$ cat config.mk
export PLATFORM = sky130hd
export DESIGN_NAME = mem_arbiter
export DESIGN_NICKNAME = d
export VERILOG_FILES = /design/src/rtl/mem_arbiter.sv
export SDC_FILE = /design/constraint.sdc
export NUM_CORES = 1
export LEC_CHECK = 0
export ABC_AREA = 0
export CAP_MARGIN = 20
export CORE_MARGIN = 1.5
export CORE_UTILIZATION = 42
export CTS_BUF_LIST = sky130_fd_sc_hd__clkbuf_4
export CTS_CLUSTER_DIAMETER = 80
export CTS_CLUSTER_SIZE = 30
export DETAILED_ROUTE_END_ITERATION = 16
export HOLD_SLACK_MARGIN = 0.06
export PLACE_DENSITY = 0.79
export SYNTH_ARGS = -nofsm -noshare
export SYNTH_HDL_FRONTEND = slang
export SYNTH_SLANG_ARGS = --single-unit
$ cat constraint.sdc
create_clock -name clock -period 4.85 [get_ports clock]
set_input_delay 0.97 -clock clock [delete_from_list [all_inputs] [get_ports clock]]
set_output_delay 0.97 -clock clock [all_outputs]
set_load 0.01 [all_outputs]
$ cat src/rtl/mem_arbiter.sv
// mem_arbiter: round-robin IFU/LSU arbiter onto one memory port, one outstanding
// transaction at a time, each bounded by a WAIT-state timeout.
module mem_arbiter #(
  parameter int          TIMEOUT  = 256,
  parameter logic [31:0] ERR_DATA = 32'hdeadbeef
) (
  input  logic        clock,
  input  logic        reset,
  input  logic        io_ifu_reqValid,
  input  logic [31:0] io_ifu_addr,
  output logic        io_ifu_respValid,
  output logic [31:0] io_ifu_rdata,
  input  logic        io_lsu_reqValid,
  input  logic [31:0] io_lsu_addr,
  input  logic        io_lsu_wen,
  input  logic [31:0] io_lsu_wdata,
  input  logic [3:0]  io_lsu_wmask,
  input  logic [1:0]  io_lsu_size,
  output logic        io_lsu_respValid,
  output logic [31:0] io_lsu_rdata,
  output logic        io_mem_reqValid,
  output logic [31:0] io_mem_addr,
  output logic        io_mem_wen,
  output logic [31:0] io_mem_wdata,
  output logic [3:0]  io_mem_wmask,
  output logic [1:0]  io_mem_size,
  input  logic        io_mem_respValid,
  input  logic [31:0] io_mem_rdata,
  output logic        io_busy,
  output logic        io_timeout,
  output logic        io_stray
);
  typedef enum logic [1:0] {S_IDLE, S_ISSUE, S_WAIT, S_RESP} state_t;
  state_t      r_state;
  logic [15:0] r_cnt;
  logic        r_grant_lsu;
  logic        r_last_lsu;
  logic        w_pick_lsu;
  logic        w_done;
  logic [31:0] w_rdata;
  // On a tie the master that was not served last wins.
  assign w_pick_lsu = io_lsu_reqValid && (!io_ifu_reqValid || !r_last_lsu);
  // A real response on the limit cycle beats the timeout.
  assign w_done     = io_mem_respValid || r_cnt == 16'(TIMEOUT - 1);
  assign w_rdata    = io_mem_respValid ? io_mem_rdata : ERR_DATA;
  assign io_busy    = r_state != S_IDLE;
  always_ff @(posedge clock) begin
    if (reset) begin
      r_state          <= S_IDLE;
      r_cnt            <= '0;
      r_grant_lsu      <= 1'b0;
      r_last_lsu       <= 1'b1;
      io_mem_reqValid  <= 1'b0;
      io_mem_addr      <= '0;
      io_mem_wen       <= 1'b0;
      io_mem_wdata     <= '0;
      io_mem_wmask     <= '0;
      io_mem_size      <= '0;
      io_ifu_respValid <= 1'b0;
      io_ifu_rdata     <= '0;
      io_lsu_respValid <= 1'b0;
      io_lsu_rdata     <= '0;
      io_timeout       <= 1'b0;
      io_stray         <= 1'b0;
    end else begin
      io_mem_reqValid  <= 1'b0;
      io_ifu_respValid <= 1'b0;
      io_lsu_respValid <= 1'b0;
      io_timeout       <= 1'b0;
      io_stray         <= io_mem_respValid && r_state != S_WAIT;
      case (r_state)
        S_IDLE: if (io_ifu_reqValid || io_lsu_reqValid) begin
          r_grant_lsu     <= w_pick_lsu;
          io_mem_addr     <= w_pick_lsu ? io_lsu_addr : io_ifu_addr;
          io_mem_wen      <= w_pick_lsu && io_lsu_wen;
          io_mem_wdata    <= w_pick_lsu ? io_lsu_wdata : '0;
          io_mem_wmask    <= w_pick_lsu ? io_lsu_wmask : '0;
          io_mem_size     <= w_pick_lsu ? io_lsu_size : 2'b10;
          io_mem_reqValid <= 1'b1;
          r_state         <= S_ISSUE;
        end
        S_ISSUE: begin
          r_cnt   <= '0;
          r_state <= S_WAIT;
        end
        S_WAIT: if (w_done) begin
          io_ifu_respValid <= !r_grant_lsu;
          io_lsu_respValid <= r_grant_lsu;
          if (r_grant_lsu) io_lsu_rdata <= w_rdata;
          else io_ifu_rdata <= w_rdata;
          io_timeout <= !io_mem_respValid;
          r_state    <= S_RESP;
        end else r_cnt <= r_cnt + 16'd1;
        S_RESP: begin
          r_last_lsu <= r_grant_lsu;
          r_state    <= S_IDLE;
        end
      endcase
    end
  end
endmodule

==> impl_metrics.env <==
export IMPL_outcome="finished, final reports clean"
export IMPL_num_rows=45
export IMPL_cts_hold_buf=0
export IMPL_cts_tree="yes"
export IMPL_syn_avg_cell_area_um2=9.86
export IMPL_grt_usage_pct=22.0
export IMPL_grt_ovfl_total=0
export IMPL_cts_sinks=160
export IMPL_wl_per_cell_um=16.2
export IMPL_slew_viol_final=0
export IMPL_post_route_period_util_pct=63.1
export IMPL_holdWs_ns=0.468
export IMPL_setup_viol=0
export IMPL_globalplace_congestion=0.848
export IMPL_fp_dieH_um=129
export IMPL_synth_cells=675
export IMPL_netlist_area_um2=6650
export IMPL_cts_root_buf="clkbuf_4"
export IMPL_die_width_um=129
export IMPL_critPathMaxFanout=5
export IMPL_drtIter0Drc=338
export IMPL_post_cts_resized=0
export IMPL_tightest_slew_ns=1.01
export IMPL_wl_um=18600
export IMPL_leakage_nw=3.34
export IMPL_ys_types=46
export IMPL_start_kind="register"
export IMPL_cts_clk_slew_worst_paths_ns=0.15
export IMPL_slew_headroom_pct=32.9
export IMPL_hold_violations=0
export IMPL_finalNonFillerCells=1148
export IMPL_dp_cells=1116
export IMPL_insertion_delay_ns=0.56
export IMPL_required_ns=3.88
export IMPL_clock_skew_ns=0.0262
export IMPL_hold_path_class="register to register"
export IMPL_grt_pass1_wl_um=28300
export IMPL_pin_count=281
export IMPL_layout_nets=1070
export IMPL_vias=5878
export IMPL_synth_enable_flop_cells=0
export IMPL_area_delta_synth_final_pct=47.6
export IMPL_initial_utilization_pct=43.4
export IMPL_criticalPathCategory="register to output port"
export IMPL_ir_worst_vdd_mv=0.214
export IMPL_cp_arrival_ns=2.09
export IMPL_drive_above_1_share_pct=10.1
export IMPL_core_area_um2=15300
export IMPL_synthesis_nets=821
export IMPL_cap_violations=0
export IMPL_synth_ff_latch_count=160
export IMPL_finalCriticalPeriod_ns=3.06
export IMPL_grt_max_degree=86
export IMPL_cts_buffers_inserted=17
export IMPL_rsz0062_at_grt="no"
export IMPL_powerDensity_nw_per_um2=380
export IMPL_drc_errors=0
export IMPL_finalSetupTns_ns=0
export IMPL_drt_first_pass_iters=6
export IMPL_yosysWarnings=0
export IMPL_io_buffers=280
export IMPL_fmaxAchievable_ghz=0.327
export IMPL_synth_yosys_seq_area_share_pct=48.1
export IMPL_drtAntennaViolNets=0
export IMPL_synthArstFlopShare_pct=0
export IMPL_grt_pass1_vias=5491
export IMPL_ys_flop_type="dfxtp_1"
export IMPL_die_area_um2=16600
export IMPL_crit_path_end_kind="output port"
export IMPL_postCtsSetupRepairBufs=0
export IMPL_clockBufferDepth=2
export IMPL_dp_hpwl_um=13400
export IMPL_htree_levels=4
export IMPL_via_per_inst=5.12
export IMPL_antenna_found_initial=1
## critical path: stages, from the launching register on
cell and delay, ns:
dfxtp_1 0.40, inv_1 0.09, ha_1 0.27, inv_1 0.14, clkdlybuf4s50_1 0.63
## cell usage in the layout, fill, tap and decap left out, drive strengths merged, types with 5 or more instances in the layout
cell / count
a211oi: 35
a21oi: 10
a221oi: 48
a22oi: 38
a32oi: 16
buf: 11
clkbuf: 17
clkdlybuf4s50: 279
dfxtp: 160
ha: 6
inv: 57
mux2i: 33
nand2: 8
nand2b: 5
nand3: 11
nor2: 108
nor2b: 26
o21ai: 13
## worst paths after layout
path	end	startpoint	slack [ns]	depth (start not counted)
max	io_busy	r_state[0]$_SDFFE_PP0P_	1.79	4
min	io_lsu_rdata[7]$_SDFFE_PP0P_	io_lsu_rdata[7]$_SDFFE_PP0P_	0.47	2
max reg2reg	io_lsu_rdata[12]$_SDFFE_PP0P_	r_state[0]$_SDFFE_PP0P_	2.33	6
min reg2reg	io_lsu_rdata[7]$_SDFFE_PP0P_	io_lsu_rdata[7]$_SDFFE_PP0P_	0.47	2
## cell families (layout without fill, tap and decap cells)
family	Yosys count	count (layout)	synth area share [%]
simple gates	190	190	14.0
compound gates	172	172	24.1
flops	160	160	48.1
buf+inv	112	373	7.39
mux	33	33	4.97
fa+ha+maj	6	6	1.13
xor+xnor	2	2	0.263
other cells	0	1	0
## final cells by class
cell class,count,area [um2]
timing repair buffer,290,2880
clock buffer,17,128
sequential,160,3200
inverter,52,195
clock inverter,14,158
antenna,1,2.50
fill,1289,5500
tap,211,264
multi-input combinational,403,2990
## Yosys cell counts (11+ instances only)
master | number | area share (%)
a22oi_1 | 38 | 4.3
a211oi_1 | 35 | 3.9
a221oi_2 | 41 | 9.3
clkbuf_1 | 36 | 2.0
nor2b_1 | 26 | 2.4
dfxtp_1 | 160 | 48
a32oi_1 | 16 | 2.1
mux2i_1 | 33 | 5.0
nand3_1 | 11 | 0.83
nor2_1 | 108 | 6.1
inv_1 | 52 | 2.9
## power breakdown
group          internal [mW]  total (mW)  switching [mW]  leakage, nW
sequential              1.50        1.61           0.104         1.30
clock                  0.313       0.800           0.487        0.146
combinational          0.641        1.32           0.677         1.89
## layer usage
metal	share of wire (%)	up-vias	wire length [um]	global-route usage, %
met5	0	-	0	0
met4	2.1	0	394	8.59
met3	8.4	27	1570	7.40
met2	48	236	8950	37.2
met1	41	2684	7670	25.8
li1	-	2931	-	-
## per-stage QoR
stage / instance area, um2 / util, % / setup WS (ns) / power [mW]
floorplan: 6650 / - / 2.59 / 2.32
global placement: 9530 / 62.2 / 1.79 / 2.95
detailed placement: 9530 / 62.2 / 1.70 / 2.96
CTS: 9820 / 64.1 / 1.74 / 3.77
global route: 9820 / 64.1 / 1.64 / 3.94
finish: 9820 / 64.1 / 1.79 / 3.73
## registers in the layout, summed over array words and instances (netlist names), 2 cells and up
| name | cells |
|---|---|
| r_cnt | 16 |
| io_mem_size | 2 |
| io_mem_addr | 32 |
| io_mem_wmask | 4 |
| io_lsu_rdata | 32 |
| io_mem_wdata | 32 |
| r_state | 2 |
| io_ifu_rdata | 32 |
Note: power is estimated with default switching activity, not from simulation.
